File: config.mk
export PLATFORM = sky130hd
export DESIGN_NAME = apb_master
export DESIGN_NICKNAME = d
export VERILOG_FILES = /design/src/rtl/apb_master.sv
export SDC_FILE = /design/constraint.sdc
export NUM_CORES = 1
export LEC_CHECK = 0
export ABC_AREA = 1
export CORE_MARGIN = 4
export CORE_UTILIZATION = 43
export DETAILED_ROUTE_END_ITERATION = 10
export PLACE_DENSITY = 0.95
export REMOVE_ABC_BUFFERS = 1
export SYNTH_ARGS = -nofsm -noshare
export SYNTH_HDL_FRONTEND = slang
export SYNTH_SLANG_ARGS = --single-unit
File: constraint.sdc
create_clock -name clk -period 4.9 [get_ports clk]
set_input_delay 0.49 -clock clk [delete_from_list [all_inputs] [get_ports clk]]
set_output_delay 0.49 -clock clk [all_outputs]
set_load 0.05 [all_outputs]
File: src/rtl/apb_master.sv
// APB initiator: accepts one command at a time and runs it as an APB SETUP/ACCESS
// transfer, returning a single-cycle response with read data, slave error or timeout.
module apb_master #(
  parameter int width_addr = 8,
  parameter int width_data = 32,
  parameter int timeout    = 16
) (
  input  logic                  clk,
  input  logic                  rst,
  input  logic                  cmd_valid,
  output logic                  cmd_ready,
  input  logic                  cmd_write,
  input  logic [width_addr-1:0] cmd_addr,
  input  logic [width_data-1:0] cmd_wdata,
  output logic                  rsp_valid,
  output logic [width_data-1:0] rsp_rdata,
  output logic                  rsp_err,
  output logic                  rsp_timeout,
  output logic                  select,
  output logic                  wr_ena,
  output logic                  en_vld,
  output logic [width_addr-1:0] addr,
  output logic [width_data-1:0] wr_data,
  input  logic [width_data-1:0] rd_data,
  input  logic                  ready,
  input  logic                  slv_err,
  output logic [2:0]            dbg_state
);

  // Handshake: a command transfers on a rising edge where cmd_valid && cmd_ready;
  // rsp_valid is a one-cycle pulse with no backpressure.
  typedef enum logic [2:0] {
    IDLE   = 3'b001,
    SETUP  = 3'b010,
    ACCESS = 3'b100
  } state_t;

  localparam int cnt_w = (timeout > 0) ? $clog2(timeout + 1) : 1;
  localparam logic [cnt_w-1:0] last_cnt = (timeout > 0) ? cnt_w'(timeout - 1) : '0;

  state_t           state;
  logic [cnt_w-1:0] wait_cnt;

  assign cmd_ready = (state == IDLE) && !rst;
  assign dbg_state = state;

  always_ff @(posedge clk) begin
    if (rst) begin
      state       <= IDLE;
      select      <= 1'b0;
      en_vld      <= 1'b0;
      wr_ena      <= 1'b0;
      addr        <= '0;
      wr_data     <= '0;
      rsp_valid   <= 1'b0;
      rsp_rdata   <= '0;
      rsp_err     <= 1'b0;
      rsp_timeout <= 1'b0;
      wait_cnt    <= '0;
    end else begin
      rsp_valid <= 1'b0;
      case (state)
        IDLE: begin
          if (cmd_valid) begin
            wr_ena  <= cmd_write;
            addr    <= cmd_addr;
            wr_data <= cmd_wdata;
            select  <= 1'b1;
            state   <= SETUP;
          end
        end
        SETUP: begin
          en_vld   <= 1'b1;
          wait_cnt <= '0;
          state    <= ACCESS;
        end
        ACCESS: begin
          // ready takes priority over a timeout reached in the same cycle
          if (ready) begin
            state       <= IDLE;
            select      <= 1'b0;
            en_vld      <= 1'b0;
            rsp_valid   <= 1'b1;
            rsp_err     <= slv_err;
            rsp_timeout <= 1'b0;
            rsp_rdata   <= wr_ena ? '0 : rd_data;
          end else if ((timeout > 0) && (wait_cnt == last_cnt)) begin
            state       <= IDLE;
            select      <= 1'b0;
            en_vld      <= 1'b0;
            rsp_valid   <= 1'b1;
            rsp_err     <= 1'b1;
            rsp_timeout <= 1'b1;
            rsp_rdata   <= '0;
          end else begin
            wait_cnt <= wait_cnt + cnt_w'(1);
          end
        end
        default: begin
          state  <= IDLE;
          select <= 1'b0;
          en_vld <= 1'b0;
        end
      endcase
    end
  end

endmodule

==> reports/metrics.csv, run 1 <==
stage;metric;value;unit
routing;wl_per_cell;14.36;µm
critical_path;reg2reg_setup_slack;2.67;ns
yosys;sequential_area_share_after_synthesis;53.94;%
yosys;synth-warning-count;0;
power;power.share.clock;32.1;%
global_route;globalRoute.busiestLayer;met2;
floorplanning;ioPinCount;160;
routing;drt.antenna.violating_nets;0;
run;cap_violations;0;
cells_and_area;final_layout_fill_cell_count;557;
critical_path;cp-end-kind;output port;
global_route;global_route_met1_utilization;22.18;%
critical_path;timing_worst_setup_path_type;in2out;
yosys;netlist_area;0.003192;mm²
timing;tightestPinTransition;1.048;ns
clocking;cts_htree_levels;3;
power;p_int;1.202;mW
power;power_switching_share;30.07;%
clocking;cts.path.max_buffers;2;
yosys;synthDominantCellAreaShare;53.94;%
yosys;synthArstFlopShare;0;%
floorplanning;num_rows;31;
routing;first_pass_iters;4;
yosys;synthesis.instances;399;
power;total_leakage_power;1.859;nW
cells_and_area;drive_gt1_share;4.927;%
yosys;synth_top_cell_by_area;sky130_fd_sc_hd__dfxtp_1;
hold_path;hold_start;rsp_rdata[9];
cells_and_area;layout.cells.most_common_list;sky130_fd_sc_hd__clkdlybuf4s50_1 (159), sky130_fd_sc_hd__nor2_1 (92), sky130_fd_sc_hd__dfxtp_1 (86), sky130_fd_sc_hd__nand2_1 (49), sky130_fd_sc_hd__o21ai_0 (43);
hold_path;hold_path_end;rsp_rdata[9];
global_route;total_overflow_reported_by_the_global_router;0;
timing;final.setup.tns;0;ns
clocking;cts_buffers;9;
routing;drcViolationCount;0;
power;combPwrFrac;23.5;%
hold_path;hold_path.class;reg2reg;
yosys;synth.ff_latch_count;86;
critical_path;cp_data_arrival_time;2.18;ns
timing;grt_setup_unrepaired;false;
timing;worst_clock_skew;0.009478;ns
critical_path;worst-path-max-fanout;42;
critical_path;crit_path_start_kind;primary input;
critical_path;r2r_end;wr_data[25];
timing;max_slew_margin;30.06;%
floorplanning;die_area;0.008865;mm²
cells_and_area;final_core_util;68.96;%
power;pwr_density_cell;345.5;mW/mm²
floorplanning;die_wd;94.16;µm
critical_path;r2r_start;dbg_state[0];
power;worst_ir_drop_vdd;0.0002478;V
routing;routed-via-count;3212;
clocking;cts.reportedPaths.clkPinSlew;0.08;ns
clocking;clock-root-buffer;sky130_fd_sc_hd__clkbuf_8;
global_route;groute.usage.overall;20.81;%
timing;report.final.setup_viol;0;
critical_path;r2r_cells;6;
clocking;cts.sinks;86;
routing;routed_via_density;4.964;
placed_design;dp_hpwl;6722;µm
timing;finalHoldViolCount;0;
floorplanning;fp.coreArea;0.007214;mm²
cells_and_area;syn2layout_area_growth;55.86;%
global_route;antenna_found_initial;0;
power;p_switching;516.9;µW
yosys;synth.avg_cell_area;8.000;µm²
hold_path;worst_hold_stages;2;
placed_design;finalWeightedCongestion;0.8542;
floorplanning;die_height;94.16;µm
global_route;grt.met2_usage;34.81;%
yosys;yosysUniqueCellTypes;21;
yosys;largest_cells_by_area_after_synthesis;sky130_fd_sc_hd__dfxtp_1 (54%), sky130_fd_sc_hd__nor2_1 (11%), sky130_fd_sc_hd__o21ai_0 (6.7%);
clocking;post_cts.resized_instances;0;
timing;finalHoldWorstSlack;0.4635;ns
global_route;grt_first_pass_wirelength;14400;µm
timing;final.min_clock_period;2.674;ns
global_route;grt_max_degree;47;
outcome;status;finished, final reports clean;
cells_and_area;n_antenna_cell;0;
floorplanning;floorplan.initialDensity;44.24;%
clocking;cts_hold_buffers;0;
yosys;synth_edf_count;0;
global_route;use_met3;10.66;%
power;pwr-share-seq;44.3;%
clocking;worstSkewPairLatency;0.35;ns
cells_and_area;layout_commonest_cell;sky130_fd_sc_hd__clkdlybuf4s50_1;
clocking;cts_tree;yes;
clocking;postCtsSetupBuffers;0;
routing;wl;9293;µm
timing;max_freq;374.0;MHz
cells_and_area;nNetsFinal;624;
critical_path;required;4.41;ns
timing;layout_worst_path_cycle_share;54.56;%
routing;drc_marker_count_from_the_first_detailed_route_iteration;107;
global_route;grt_pass1_vias;3142;
timing;drv_slew;0;
yosys;ys.flop_type;sky130_fd_sc_hd__dfxtp_1;
placed_design;port_buffers;159;
==> flip-flops by register name (all words and copies together) (netlist names) <==
| register | cells |
|---|---|
| rsp_err | 1 |
| select | 1 |
| wr_data | 32 |
| dbg_state | 3 |
| en_vld | 1 |
| rsp_timeout | 1 |
| wr_ena | 1 |
| addr | 8 |
| wait_cnt | 5 |
| rsp_rdata | 32 |
| rsp_valid | 1 |
==> cell usage after synthesis (2+ instances only) <==
library cell,n
sky130_fd_sc_hd__o21ai_0,43
sky130_fd_sc_hd__nand3_1,41
sky130_fd_sc_hd__clkbuf_1,12
sky130_fd_sc_hd__clkbuf_2,3
sky130_fd_sc_hd__nand2_1,49
sky130_fd_sc_hd__inv_2,4
sky130_fd_sc_hd__nor2_2,2
sky130_fd_sc_hd__dfxtp_1,86
sky130_fd_sc_hd__buf_6,6
sky130_fd_sc_hd__a21oi_1,40
sky130_fd_sc_hd__nor2_1,92
sky130_fd_sc_hd__ha_1,2
sky130_fd_sc_hd__inv_1,8
sky130_fd_sc_hd__buf_4,4
==> cell families after synthesis <==
group,after synthesis,share of synthesized area [%]
AO/OA/AOI/OAI,84,13.52
adder cells (fa/ha/maj),2,0.7839
buffers and inverters,38,6.507
flip-flops,86,53.94
AND/OR/NAND/NOR,189,25.25
==> how the worst max path moves through the flow <==
stage             endpoint    startpoint  slack [ns]
2_1_floorplan    cmd_ready  dbg_state[0]        2.80
3_3_place_gp     cmd_ready           rst        2.27
3_5_place_dp   wr_data[25]     cmd_valid        2.21
4_1_cts          cmd_ready           rst        2.23
5_1_grt          cmd_ready           rst        2.14
6_report         cmd_ready           rst        2.23
==> per-layer routing <==
metal  vias to the layer above  routed length (µm)
met3                        10                1134
met2                       133                4422
met4                         0                 140
met5                         -                   0
met1                      1479                3597
li1                       1590                   -
==> worst max-delay path: stages <==
cell	delay, ns
sky130_fd_sc_hd__clkdlybuf4s50_1	0.46
sky130_fd_sc_hd__buf_4	0.39
sky130_fd_sc_hd__nor2_1	0.12
sky130_fd_sc_hd__clkdlybuf4s50_1	0.72
==> power by group through the flow <==
stage / sequential, mW / combinational (mW) / clock [mW]
2_1_floorplan: 0.916 / 0.0871 / 0
3_3_place_gp: 0.776 / 0.396 / 0
3_5_place_dp: 0.778 / 0.404 / 0
4_1_cts: 0.762 / 0.408 / 0.561
5_1_grt: 0.766 / 0.430 / 0.591
6_report: 0.762 / 0.405 / 0.553
==> metrics by stage <==
stage | std cells | instance area [µm²] | power [mW] | worst slack (ns)
2_1_floorplan | 373 | 3029 | 1.003 | 2.798
3_3_place_gp | 632 | 4752 | 1.172 | 2.267
3_5_place_dp | 632 | 4752 | 1.183 | 2.206
4_1_cts | 647 | 4975 | 1.731 | 2.228
5_1_grt | 647 | 4975 | 1.787 | 2.139
6_report | 647 | 4975 | 1.719 | 2.226
==> final cells by class <==
type / instances / area [µm²] / share of cell area [%]
clock buffer: 12 / 155.1 / 3.119
multi-input combinational: 275 / 1262 / 25.38
clock inverter: 3 / 67.56 / 1.358
timing repair buffer: 160 / 1599 / 32.14
inverter: 12 / 45.04 / 0.9054
sequential: 86 / 1722 / 34.61
tap: 99 / 123.9 / 2.490
Power figures use the tool's default switching activity.
==> inputs of run 2 (changes only) <==
--- a/config.mk
+++ b/config.mk
@@ -7,9 +7,9 @@
 export LEC_CHECK = 0
 export ABC_AREA = 1
 export CORE_MARGIN = 4
-export CORE_UTILIZATION = 43
+export CORE_UTILIZATION = 40
 export DETAILED_ROUTE_END_ITERATION = 10
-export PLACE_DENSITY = 0.95
+export PLACE_DENSITY = 0.9
 export REMOVE_ABC_BUFFERS = 1
 export SYNTH_ARGS = -nofsm -noshare
 export SYNTH_HDL_FRONTEND = slang
==> constraint.sdc (replaced) <==
create_clock -name clk -period 2.5 [get_ports clk]
set_input_delay 0.25 -clock clk [delete_from_list [all_inputs] [get_ports clk]]
set_output_delay 0.25 -clock clk [all_outputs]
set_load 0.05 [all_outputs]
==> run 2 against run 1 <==
Compared with the run above: clock skew grew 0.0023 ns; flip-flop and latch count did not move; utilization is 4.7 points lower; combinational power grew 95%; cell count grew 1.1%; critical path depth is 3 lower; clock power rose by 70%; setup slack worse by 1.7 ns; first-iteration DRC count is 31% higher; worst hold slack got worse by 0.0011 ns; wire length fell by 2.6%; critical path type is now reg2out; highest routed layer unchanged.
==> reports/metrics.csv, run 2 (synthesized netlist as in run 1, its figures left out) <==
stage;metric;value;unit
timing;drv_slew;0;
floorplanning;num_rows;32;
routing;routed_via_density;4.843;
outcome;status;finished, final reports clean;
critical_path;worst-path-buf-inv;1;
power;p_switching;1.016;mW
routing;routed-via-count;3167;
cells_and_area;n_antenna_cell;0;
clocking;cts.sinks;86;
run;cap_violations;0;
clocking;cts.path.max_buffers;2;
timing;layout_worst_path_cycle_share;78.19;%
critical_path;worst-path-max-fanout;5;
routing;wl_per_cell;13.84;µm
global_route;grt_first_pass_wirelength;14650;µm
clocking;worstSkewPairLatency;0.34;ns
hold_path;hold_path.class;reg2reg;
clocking;cts_buffers;9;
timing;tightestPinTransition;1.035;ns
power;total_leakage_power;1.855;nW
global_route;total_overflow_reported_by_the_global_router;0;
timing;final.min_clock_period;1.955;ns
placed_design;placed_cell_area;0.004776;mm²
cells_and_area;final_core_util;64.26;%
global_route;grt_pass1_vias;3060;
routing;drc_marker_count_from_the_first_detailed_route_iteration;140;
power;combPwrFrac;24.5;%
placed_design;cell_total_after_placement;638;
cells_and_area;drive_gt1_share;5.616;%
timing;max_freq;511.6;MHz
clocking;postCtsSetupBuffers;0;
cells_and_area;reg_top3;rsp_rdata: 32 flops, wr_data: 32 flops, addr: 8 flops;
timing;fin_ws;0.5453;ns
critical_path;critPathSlowestCell;sky130_fd_sc_hd__clkdlybuf4s50_1;
timing;max_slew_margin;30.92;%
routing;first_pass_iters;4;
routing;drcViolationCount;0;
power;p_int;2.210;mW
timing;grt_setup_unrepaired;false;
power;p_total;3.226;mW
clocking;cts.reportedPaths.clkPinSlew;0.09;ns
timing;finalHoldWorstSlack;0.4624;ns
power;power_switching_share;31.48;%
timing;worst_clock_skew;0.01178;ns
floorplanning;die_area;0.009473;mm²
clocking;clock-root-buffer;sky130_fd_sc_hd__clkbuf_8;
floorplanning;fp.coreArea;0.007727;mm²
power;power.share.clock;29.2;%
power;pwr-share-seq;46.3;%
placed_design;post-place-ws;0.7045;ns
critical_path;timing_worst_setup_path_type;reg2out;
routing;drt.antenna.violating_nets;0;
clocking;cts_tree;yes;
clocking;post_cts.resized_instances;0;
floorplanning;die_height;97.33;µm
cells_and_area;layout_commonest_cell;sky130_fd_sc_hd__clkdlybuf4s50_1;
timing;final.setup.tns;0;ns
floorplanning;die_wd;97.33;µm
critical_path;required;2.25;ns
critical_path;cp-end-kind;output port;
cells_and_area;final_instance_count_excl_fillers;654;
clocking;cts_hold_buffers;0;
timing;finalHoldViolCount;0;
cells_and_area;syn2layout_area_growth;55.59;%
placed_design;port_buffers;159;
clocking;cts_htree_levels;3;
global_route;antenna_found_initial;0;
floorplanning;ioPinCount;160;
timing;report.final.setup_viol;0;
placed_design;finalWeightedCongestion;0.8495;
global_route;groute.usage.overall;18.64;%
cells_and_area;nNetsFinal;627;
cells_and_area;layout.cells.most_common_list;sky130_fd_sc_hd__clkdlybuf4s50_1 (158), sky130_fd_sc_hd__nor2_1 (92), sky130_fd_sc_hd__dfxtp_1 (86), sky130_fd_sc_hd__nand2_1 (49), sky130_fd_sc_hd__o21ai_0 (43);
global_route;grt_max_degree;47;
cells_and_area;post-route-cell-area;0.004966;mm²
critical_path;max_stage_delay;0.87;ns
critical_path;cp_cell_sequence;clkdlybuf4s50_1;
floorplanning;floorplan.initialDensity;41.31;%
power;worst_ir_drop_vdd;0.0003951;V
critical_path;crit_path_start_kind;register;
placed_design;dp_hpwl;6549;µm
critical_path;cp_data_arrival_time;1.70;ns
critical_path;critPathTopFamily;buffers and inverters;
power;pwr_density_cell;649.6;mW/mm²
routing;wl;9051;µm
==> run 2: cell count changes in the layout (fill, tap and decap cells not counted) <==
cell | before | now
sky130_fd_sc_hd__bufinv_16 | 2 | 1
sky130_fd_sc_hd__clkinvlp_4 | 1 | 2
sky130_fd_sc_hd__clkbuf_1 | 1 | 2
sky130_fd_sc_hd__clkinv_2 | 0 | 1
sky130_fd_sc_hd__buf_4 | 1 | 5
sky130_fd_sc_hd__inv_6 | 0 | 1
sky130_fd_sc_hd__clkbuf_8 | 11 | 9
sky130_fd_sc_hd__clkdlybuf4s50_1 | 159 | 158
==> run 2: final cells by class <==
type	instances	area (µm²)
clock buffer	11	131.4
inverter	12	45.04
tap	102	127.6
fill	627	2761
timing repair buffer	163	1619
sequential	86	1722
clock inverter	5	58.81
multi-input combinational	275	1262
==> run 2: power by group through the flow <==
stage	logic, mW	registers, mW	clock network [mW]
4_1_cts	0.797	1.49	0.977
2_1_floorplan	0.171	1.80	0
5_1_grt	0.844	1.50	1.03
3_5_place_dp	0.792	1.53	0
6_report	0.791	1.49	0.941
3_3_place_gp	0.783	1.52	0
==> run 2: path summary, 6_finish.rpt <==
path | start | end | slack, ns | depth (start not counted)
worst max-delay path | dbg_state[2] | dbg_state[2] | 0.55 | 1
worst min-delay path | rsp_rdata[13] | rsp_rdata[13] | 0.46 | 2
worst max register to register | wait_cnt[0] | wait_cnt[4] | 0.72 | 10
worst min register to register | rsp_rdata[13] | rsp_rdata[13] | 0.46 | 2
==> run 2: tightest hold or removal path, delay by kind of cell (launching register included) <==
kind / cells / cell delay, ns
simple gates: 1 / 0.06
compound gates: 1 / 0.05
flops: 1 / 0.31
==> run 2: routing by layer <==
metal / vias up / track usage (%) / share of wire (%)
met4: 0 / 6.177 / 1.4
met5: - / 0 / 0
met2: 146 / 30.52 / 46
met3: 13 / 9.691 / 13
met1: 1417 / 20.95 / 40
li1: 1591 / - / -
==> inputs of run 3 (changes only) <==
==> constraint.sdc (replaced) <==
create_clock -name clk -period 1.8 [get_ports clk]
set_input_delay 0.18 -clock clk [delete_from_list [all_inputs] [get_ports clk]]
set_output_delay 0.18 -clock clk [all_outputs]
set_load 0.05 [all_outputs]
==> run 3 against run 2 <==
Compared with the run above: global-route usage is 0.40 points higher; register-to-register slack worse by 0.56 ns; final area grew 1.7%; sequential power increased by 39%; via count increased by 2.0%; worst hold slack got worse by 0.031 ns; clock power is 35% higher; cell count rose by 0.61%; wire length increased by 2.0%; combinational power rose by 44%; critical path depth unchanged; non-clock buffer count grew 4; critical endpoint is now wr_data[4]; largest power group unchanged; highest routed layer unchanged.
==> reports/metrics.csv, run 3 (synthesized netlist as in run 1, its figures left out) <==
stage;metric;value;unit
global_route;groute.usage.overall;19.04;%
cells_and_area;nNetsFinal;631;
cells_and_area;layout.cells.most_common_list;sky130_fd_sc_hd__clkdlybuf4s50_1 (155), sky130_fd_sc_hd__nor2_1 (91), sky130_fd_sc_hd__dfxtp_1 (86), sky130_fd_sc_hd__nand2_1 (49), sky130_fd_sc_hd__o21ai_0 (43);
timing;drv_slew;0;
floorplanning;die_area;0.009473;mm²
timing;fin_ws;0.1013;ns
critical_path;worst-path-buf-inv;1;
timing;finalHoldViolCount;0;
power;total_leakage_power;1.916;nW
run;cap_violations;0;
clocking;cts_hold_buffers;0;
clocking;worstSkewPairLatency;0.33;ns
critical_path;cp-end-kind;output port;
routing;wl;9229;µm
cells_and_area;final_core_util;65.37;%
timing;grt_setup_unrepaired;false;
clocking;cts.reportedPaths.clkPinSlew;0.08;ns
hold_path;hold_path.class;in2reg;
power;p_total;4.477;mW
timing;max_slew_margin;62.56;%
floorplanning;ioPinCount;160;
routing;drt.antenna.violating_nets;0;
routing;first_pass_iters;4;
cells_and_area;layout_commonest_cell;sky130_fd_sc_hd__clkdlybuf4s50_1;
floorplanning;fp.coreArea;0.007727;mm²
clocking;cts_buffers;9;
clocking;cts.path.max_buffers;2;
global_route;total_overflow_reported_by_the_global_router;0;
cells_and_area;reg_top3;rsp_rdata: 32 flops, wr_data: 32 flops, addr: 8 flops;
global_route;antenna_found_initial;0;
critical_path;critPathTopFamily;buffers and inverters;
critical_path;cp_cell_sequence;clkdlybuf4s50_1;
cells_and_area;drive_gt1_share;7.014;%
routing;routed_via_density;4.909;
floorplanning;die_height;97.33;µm
placed_design;post-place-ws;0.02790;ns
floorplanning;num_rows;32;
outcome;status;finished, final reports clean;
cells_and_area;syn2layout_area_growth;58.25;%
global_route;grt_max_degree;47;
global_route;grt_pass1_vias;3222;
clocking;cts_htree_levels;3;
clocking;cts_tree;yes;
placed_design;finalWeightedCongestion;0.9127;
critical_path;required;1.62;ns
clocking;postCtsSetupBuffers;0;
clocking;post_cts.resized_instances;0;
critical_path;worst-path-max-fanout;2;
placed_design;dp_hpwl;6893;µm
timing;max_freq;588.7;MHz
timing;report.final.setup_viol;0;
clocking;cts.sinks;86;
power;worst_ir_drop_vdd;0.0005567;V
critical_path;critPathSlowestCell;sky130_fd_sc_hd__clkdlybuf4s50_1;
routing;drc_marker_count_from_the_first_detailed_route_iteration;94;
floorplanning;die_wd;97.33;µm
floorplanning;floorplan.initialDensity;41.31;%
critical_path;crit_path_start_kind;register;
routing;routed-via-count;3230;
routing;drcViolationCount;0;
critical_path;max_stage_delay;0.83;ns
placed_design;port_buffers;159;
global_route;grt_first_pass_wirelength;14970;µm
timing;layout_worst_path_cycle_share;94.37;%
timing;tightestPinTransition;0.5598;ns
cells_and_area;n_antenna_cell;0;
timing;final.min_clock_period;1.699;ns
timing;worst_clock_skew;0.01264;ns
critical_path;timing_worst_setup_path_type;reg2out;
critical_path;cp_data_arrival_time;1.52;ns
clocking;clock-root-buffer;sky130_fd_sc_hd__clkbuf_8;
power;pwr_density_cell;886.3;mW/mm²
routing;wl_per_cell;14.03;µm
==> run 3: area by class of cell <==
class / count / area (µm²)
Fill cell: 635 / 2676
Sequential cell: 86 / 1722
Timing Repair Buffer: 167 / 1702
Multi-Input combinational cell: 275 / 1272
Clock buffer: 12 / 135.1
Tap cell: 102 / 127.6
Clock inverter: 4 / 47.55
Inverter: 12 / 45.04
==> run 3: worst paths after layout <==
kind                              startpoint             to  slack (ns)  depth (start not counted)
worst min register to register  rsp_rdata[6]   rsp_rdata[6]        0.46                          2
worst max register to register   wait_cnt[0]    wait_cnt[4]        0.16                         10
worst max-delay path              wr_data[4]     wr_data[4]        0.10                          1
worst min-delay path             rd_data[27]  rsp_rdata[27]        0.43                          3
==> run 3: where the power goes <==
part	leakage, nW	switching (mW)	internal [mW]	total [mW]
clock	0.0904	0.627	0.640	1.27
sequential	0.703	0.0616	2.01	2.07
combinational	1.12	0.696	0.439	1.14
==> run 3: metrics by stage <==
step                      cell area (µm²)  instances  TNS [ns]  hold slack (ns)
after floorplan                      3029        373    -7.424           0.2491
after detailed placement             4853        642         0           0.4520
final                                5051        658         0           0.4314
after global routing                 5051        658         0           0.4153
after CTS                            5036        658         0           0.4121
after global placement               4853        642         0           0.4462
==> run 3: per-layer routing <==
metal	vias up	global-route usage (%)	share of wire, %
li1	1601	-	-
met1	1478	20.88	39
met2	143	31.69	47
met3	8	9.835	12
met4	0	6.603	1.0
met5	-	0	0
